**config.mk**
```make
export PLATFORM = sky130hd
export DESIGN_NAME = lane_rotator_pipe_flat
export DESIGN_NICKNAME = d
export VERILOG_FILES = /design/src/rtl/lane_rot_pkg.sv /design/src/rtl/lane_rotator_pipe_if.sv /design/src/rtl/lane_perm_comb.sv /design/src/rtl/lane_rotator_pipe.sv /design/src/flat_wrapper.sv
export SDC_FILE = /design/constraint.sdc
export NUM_CORES = 1
export LEC_CHECK = 0
export ABC_CLOCK_PERIOD_IN_PS = 2350
export BUFFER_PORTS_ARGS = -buffer_cell sky130_fd_sc_hd__buf_2
export CAP_MARGIN = 20
export CORE_AREA = 2 2 88 90
export CTS_CLUSTER_DIAMETER = 200
export DETAILED_ROUTE_END_ITERATION = 8
export DIE_AREA = 0 0 90 92
export PLACE_DENSITY = 0.81
export SETUP_SLACK_MARGIN = 0.05
export SLEW_MARGIN = 30
export SYNTH_ARGS = -nofsm -noshare
export SYNTH_HDL_FRONTEND = slang
export SYNTH_SLANG_ARGS = --single-unit
```
**constraint.sdc**
```tcl
create_clock -name clk -period 2.35 [get_ports clk]
set_input_delay 0.235 -clock clk [delete_from_list [all_inputs] [get_ports clk]]
set_output_delay 0.235 -clock clk [all_outputs]
set_load 0.01 [all_outputs]
```
**src/rtl/lane_rot_pkg.sv**
```systemverilog
// Shared types and the direction-to-left-amount helper for the lane rotator family.
package lane_rot_pkg;

   localparam int unsigned DefLanes = 4;
   localparam int unsigned DefLaneW = 8;

   typedef enum logic {
      DIR_LEFT  = 1'b0,
      DIR_RIGHT = 1'b1
   } dir_e;

   typedef enum logic {
      MODE_ROT   = 1'b0,
      MODE_SHIFT = 1'b1
   } mode_e;

   // Right by s is left by (lanes - s) mod lanes; lanes is a power of two.
   function automatic int unsigned eff_left_amt(input int unsigned shamt, input dir_e dir,
                                                input int unsigned lanes);
      if (dir == DIR_RIGHT) return (lanes - shamt) & (lanes - 1);
      return shamt & (lanes - 1);
   endfunction

endpackage

```
**src/rtl/lane_rotator_pipe_if.sv**
```systemverilog
// Request/result handshake bundle for lane_rotator_pipe.
interface lane_rotator_pipe_if #(
   parameter int unsigned LANES  = lane_rot_pkg::DefLanes,
   parameter int unsigned LANE_W = lane_rot_pkg::DefLaneW
) ();
   import lane_rot_pkg::*;

   localparam int unsigned SH_W = $clog2(LANES);

   logic                    in_valid;
   logic                    in_ready;
   dir_e                    in_dir;
   mode_e                   in_mode;
   logic [SH_W-1:0]         in_shamt;
   logic [LANES*LANE_W-1:0] in_data;
   logic [LANES-1:0]        in_mask;
   logic                    out_valid;
   logic                    out_ready;
   logic [LANES*LANE_W-1:0] out_data;
   logic [LANES-1:0]        out_mask;

   modport master (
      output in_valid, in_dir, in_mode, in_shamt, in_data, in_mask, out_ready,
      input  in_ready, out_valid, out_data, out_mask
   );

   modport slave (
      input  in_valid, in_dir, in_mode, in_shamt, in_data, in_mask, out_ready,
      output in_ready, out_valid, out_data, out_mask
   );

endinterface

```
**src/rtl/lane_perm_comb.sv**
```systemverilog
// Combinational lane permuter: rotate or zero-fill shift by an effective left amount k.
module lane_perm_comb
   import lane_rot_pkg::*;
#(
   parameter  int unsigned LANES  = DefLanes,
   parameter  int unsigned LANE_W = DefLaneW,
   localparam int unsigned SH_W   = $clog2(LANES)
) (
   input  logic [SH_W-1:0]         k,
   input  logic                    right,
   input  mode_e                   mode,
   input  logic [LANES*LANE_W-1:0] data,
   input  logic [LANES-1:0]        mask,
   output logic [LANES*LANE_W-1:0] perm_data,
   output logic [LANES-1:0]        perm_mask
);

   logic [SH_W-1:0] lane_idx [LANES];
   logic [SH_W-1:0] src_idx  [LANES];
   logic            keep     [LANES];

   // Every output lane j sources lane (j - k) mod LANES; shifts just blank the wrapped lanes.
   // For a right shift, k = LANES - s, so lanes j < k are the surviving ones (k = 0 keeps all).
   always_comb begin
      perm_data = '0;
      perm_mask = '0;
      for (int j = 0; j < LANES; j++) begin
         lane_idx[j] = SH_W'(j);
         src_idx[j]  = lane_idx[j] - k;
         if (mode == MODE_ROT) keep[j] = 1'b1;
         else if (right)       keep[j] = (k == '0) || (lane_idx[j] < k);
         else                  keep[j] = (lane_idx[j] >= k);
         if (keep[j]) begin
            perm_data[j*LANE_W +: LANE_W] = data[src_idx[j]*LANE_W +: LANE_W];
            perm_mask[j]                  = mask[src_idx[j]];
         end
      end
   end

endmodule

```
**src/rtl/lane_rotator_pipe.sv**
```systemverilog
// Two-stage valid/ready lane rotator: S1 normalises the request, S2 registers the permuted lanes.
module lane_rotator_pipe
   import lane_rot_pkg::*;
#(
   parameter  int unsigned LANES  = DefLanes,
   parameter  int unsigned LANE_W = DefLaneW,
   localparam int unsigned SH_W   = $clog2(LANES)
) (
   input logic                clk,
   input logic                rst,
   lane_rotator_pipe_if.slave bus
);

   localparam int unsigned DW = LANES * LANE_W;

   logic            s1_valid_q, s2_valid_q, s1_right_q;
   logic [SH_W-1:0] s1_k_q;
   mode_e           s1_mode_q;
   logic [DW-1:0]   s1_data_q, s2_data_q, perm_data;
   logic [LANES-1:0] s1_mask_q, s2_mask_q, perm_mask;
   logic            in_rdy, s1_load, s2_load;

   always_comb begin
      in_rdy  = !s1_valid_q || !s2_valid_q || bus.out_ready;
      s2_load = s1_valid_q && (!s2_valid_q || bus.out_ready);
      s1_load = bus.in_valid && in_rdy;
   end

   always_ff @(posedge clk) begin
      if (rst) begin
         s1_valid_q <= 1'b0;
         s2_valid_q <= 1'b0;
         s1_right_q <= 1'b0;
         s1_k_q     <= '0;
         s1_mode_q  <= MODE_ROT;
         s1_data_q  <= '0;
         s1_mask_q  <= '0;
         s2_data_q  <= '0;
         s2_mask_q  <= '0;
      end else begin
         if (s1_load)      s1_valid_q <= 1'b1;
         else if (s2_load) s1_valid_q <= 1'b0;

         if (s2_load)            s2_valid_q <= 1'b1;
         else if (bus.out_ready) s2_valid_q <= 1'b0;

         if (s1_load) begin
            s1_k_q     <= SH_W'(eff_left_amt(32'(bus.in_shamt), bus.in_dir, LANES));
            s1_right_q <= (bus.in_dir == DIR_RIGHT);
            s1_mode_q  <= bus.in_mode;
            s1_data_q  <= bus.in_data;
            s1_mask_q  <= bus.in_mask;
         end

         if (s2_load) begin
            s2_data_q <= perm_data;
            s2_mask_q <= perm_mask;
         end
      end
   end

   lane_perm_comb #(
      .LANES (LANES),
      .LANE_W(LANE_W)
   ) u_perm (
      .k        (s1_k_q),
      .right    (s1_right_q),
      .mode     (s1_mode_q),
      .data     (s1_data_q),
      .mask     (s1_mask_q),
      .perm_data(perm_data),
      .perm_mask(perm_mask)
   );

   assign bus.in_ready  = in_rdy;
   assign bus.out_valid = s2_valid_q;
   assign bus.out_data  = s2_data_q;
   assign bus.out_mask  = s2_mask_q;

endmodule

```
**src/flat_wrapper.sv**
```systemverilog
// flat-port wrapper written by rule: the top's interface ports become plain ports
module lane_rotator_pipe_flat import lane_rot_pkg::*;
#(
   parameter  int unsigned LANES  = DefLanes,
   parameter  int unsigned LANE_W = DefLaneW,
   localparam int unsigned SH_W   = $clog2(LANES)
)
  (clk, rst, bus_in_valid, bus_in_dir, bus_in_mode, bus_in_shamt, bus_in_data, bus_in_mask, bus_out_ready, bus_in_ready, bus_out_valid, bus_out_data, bus_out_mask);
  lane_rotator_pipe_if #(.LANES(LANES), .LANE_W(LANE_W)) bus_i ();
  input logic clk;
  input logic rst;
  input wire logic [$bits(bus_i.in_valid)-1:0] bus_in_valid;
  input wire logic [$bits(bus_i.in_dir)-1:0] bus_in_dir;
  input wire logic [$bits(bus_i.in_mode)-1:0] bus_in_mode;
  input wire logic [$bits(bus_i.in_shamt)-1:0] bus_in_shamt;
  input wire logic [$bits(bus_i.in_data)-1:0] bus_in_data;
  input wire logic [$bits(bus_i.in_mask)-1:0] bus_in_mask;
  input wire logic [$bits(bus_i.out_ready)-1:0] bus_out_ready;
  output wire logic [$bits(bus_i.in_ready)-1:0] bus_in_ready;
  output wire logic [$bits(bus_i.out_valid)-1:0] bus_out_valid;
  output wire logic [$bits(bus_i.out_data)-1:0] bus_out_data;
  output wire logic [$bits(bus_i.out_mask)-1:0] bus_out_mask;
  assign bus_i.in_valid = bus_in_valid;
  assign bus_i.in_dir = bus_in_dir;
  assign bus_i.in_mode = bus_in_mode;
  assign bus_i.in_shamt = bus_in_shamt;
  assign bus_i.in_data = bus_in_data;
  assign bus_i.in_mask = bus_in_mask;
  assign bus_i.out_ready = bus_out_ready;
  assign bus_in_ready = bus_i.in_ready;
  assign bus_out_valid = bus_i.out_valid;
  assign bus_out_data = bus_i.out_data;
  assign bus_out_mask = bus_i.out_mask;
  lane_rotator_pipe #(.LANES(LANES), .LANE_W(LANE_W)) u_core (.clk(clk), .rst(rst), .bus(bus_i));
endmodule
```
==> impl_metrics.env <==
export IMPL_outcome="completed"
export IMPL_ys_types=32
export IMPL_cts_resized=0
export IMPL_setup_violations=0
export IMPL_critical_path_required_ns=2.12
export IMPL_rsz0062_at_grt="no"
export IMPL_async_reset_ff_share_pct=0
export IMPL_critPathLaunchType="register"
export IMPL_drt_initial_drc_count=317
export IMPL_finalPower_w=0.003097
export IMPL_cts_buffers=9
export IMPL_gp_congestion=0.8883
export IMPL_wl_per_cell_um=17.39
export IMPL_hold_violations=0
export IMPL_pre_cts_ws_ns=0.4985
export IMPL_syn_instance_count=377
export IMPL_grt_overflow_total=0
export IMPL_cts_setup_buffers=0
export IMPL_ys_ff_latch=78
export IMPL_postCtsHoldBufs=0
export IMPL_grt_util_all_layers_pct=23.64
export IMPL_grt_max_degree=44
export IMPL_hold_class="in2reg"
export IMPL_synth_area_leader_cell="dfxtp_1"
export IMPL_cts_buffer_depth=2
export IMPL_grt_pass1_vias=2978
export IMPL_dieHeight_um=92
export IMPL_p_per_area_mw_per_mm2=683.1
export IMPL_yosys_warnings=0
export IMPL_leakagePower_nw=1.729
export IMPL_syn_nets=425
export IMPL_setup_tns_final_ns=0
export IMPL_path_clk_slew_ns=0.08
export IMPL_drt_pass1_iter_count=5
export IMPL_max_freq_mhz=518.6
export IMPL_io_pins=82
export IMPL_skew_ns=0.01215
export IMPL_slowest_stage="inv_2"
export IMPL_period_needed_ns=1.928
export IMPL_via_per_inst=5.918
export IMPL_fin_util_pct=60.89
export IMPL_area_growth_pct=16.38
export IMPL_cts_sinks=78
export IMPL_core_area_mm2=0.007447
export IMPL_rows=32
export IMPL_drc=0
export IMPL_crit_arrival_ns=1.69
export IMPL_final_nets=489
export IMPL_timing_final_crit_share_pct=82.05
export IMPL_tightest_slew_ns=0.8075
export IMPL_vias=3243
export IMPL_synth_ff_type="dfxtp_1"
export IMPL_cp_end_kind="output pin"
export IMPL_drive_gt1_share_pct=33.41
export IMPL_path_max_fanout=43
export IMPL_die_area_mm2=0.008280
export IMPL_worstSetupPathType="reg2out"
export IMPL_yosysSeqAreaShare_pct=40.08
export IMPL_port_buffers=81
export IMPL_synth_area_leaders="dfxtp_1 40%, mux4_2 21%, o2bb2ai_1 6.1%"
export IMPL_htreeDepth=3
export IMPL_avgSynthCellArea_um2=10.33
export IMPL_dp_hpwl_um=6657
export IMPL_layout_setup_ws_ns=0.4217
export IMPL_synth_area_mm2=0.003896
export IMPL_drv_cap=0
export IMPL_insertion_delay_ns=0.37
export IMPL_ant_nets=0
export IMPL_synth_most_common_cell="dfxtp_1"
export IMPL_cts_tree="built"
export IMPL_synth_edf_count=0
export IMPL_antenna_found_initial=0
export IMPL_finalMaxSlewViolations=0
export IMPL_wl_um=9532
export IMPL_grt_pass1_wl_um=15210
export IMPL_synth_top_area_share_pct=40.08
export IMPL_relSlewSlack_pct=46.08
export IMPL_root_buffer="clkbuf_8"
export IMPL_start_util_pct=52.32
export IMPL_diodes=0
export IMPL_cp_top_family="buffers and inverters"
export IMPL_vdd_drop_max_v=0.0003633
export IMPL_cp_num_buf_inv=2
export IMPL_critPathMaxStageDelay_ns=0.47
export IMPL_netlist_top_cells_count="78 x dfxtp_1, 50 x inv_1, 42 x a21oi_1, 39 x nand3_1"
export IMPL_die_w_um=90
export IMPL_crit_chain="and3b_2, inv_2, buf_2"
## layout make-up
| cell class | count | area, µm² |
|---|---|---|
| clock buffers | 9 | 123.9 |
| well taps | 102 | 127.6 |
| inverters | 51 | 191.4 |
| flip-flops and latches | 78 | 1563 |
| clock inverters | 7 | 122.6 |
| multi-input cells | 213 | 1936 |
| fillers | 635 | 2913 |
| repair buffers | 88 | 470.5 |
## registers in the layout (all words and copies together) (netlist names)
register / flops
u_core.s1_valid_q: 1
u_core.bus.out_mask: 4
u_core.s1_mode_q: 1
u_core.s1_k_q: 2
u_core.s1_mask_q: 4
u_core.bus.out_valid: 1
u_core.bus.out_data: 32
u_core.s1_right_q: 1
u_core.s1_data_q: 32
## through the flow
step	hold slack [ns]	std cells	instance area (µm²)
after floorplan	0.3827	377	3896
after global placement	0.4407	532	4288
after detailed placement	0.4413	532	4288
after CTS	0.1087	548	4534
after global routing	0.1244	548	4534
final	0.1203	548	4534
## per-layer routing
| layer | part of all wire (%) | global-route usage, % |
|---|---|---|
| met3 | 9.0 | 4.930 |
| met1 | 43 | 33.13 |
| met4 | 1.8 | 10.13 |
| met5 | 0 | 0 |
| met2 | 46 | 35.84 |
## power by group
part / switching (W) / total, W / internal, W
registers: 0.0000726 / 0.00145 / 0.00138
logic: 0.000209 / 0.000414 / 0.000205
clock network: 0.000520 / 0.00123 / 0.000708
## worst paths after layout
check        slack (ns)                 endpoint  cells past startpoint                    start
min                0.12      u_core.s1_data_q[7]                      3           bus_in_data[7]
min reg2reg        0.45  u_core.bus.out_data[11]                      2  u_core.bus.out_data[11]
max reg2reg        0.47  u_core.bus.out_data[19]                      6         u_core.s1_k_q[1]
max                0.42             bus_in_ready                      3        u_core.s1_valid_q
## layout by cell type, fill, tap and decap left out, types with 2 or more instances in the layout
master,netlist,final
a21oi_1,42,42
a21oi_4,2,2
buf_2,9,81
buf_4,5,6
bufinv_16,0,3
clkbuf_8,0,9
clkinv_4,0,2
clkinvlp_4,0,2
dfxtp_1,78,77
ha_1,4,4
inv_1,50,50
mux4_2,36,36
nand2_1,2,2
nand3_1,39,39
o21ai_0,36,36
o21ai_1,3,3
o2bb2ai_1,27,27
o32ai_1,9,9
## logic make-up (layout without fill, tap and decap cells)
group	after synthesis	count (layout)	share of synthesized area, %
AO/OA/AOI/OAI	123	123	20.49
flip-flops	78	78	40.08
adder cells (fa/ha/maj)	4	4	1.285
multiplexers	37	37	21.07
XOR/XNOR	1	1	0.2248
AND/OR/NAND/NOR	48	48	6.616
buffers and inverters	86	155	10.24
## worst register-to-register path: stages, from the launching register on
cell       delay (ns)
dfxtp_1          0.53
inv_1            0.15
ha_1             0.32
buf_4            0.26
mux4_2           0.36
inv_1            0.08
o2bb2ai_1        0.06
Note: power is estimated with default switching activity, not from simulation.
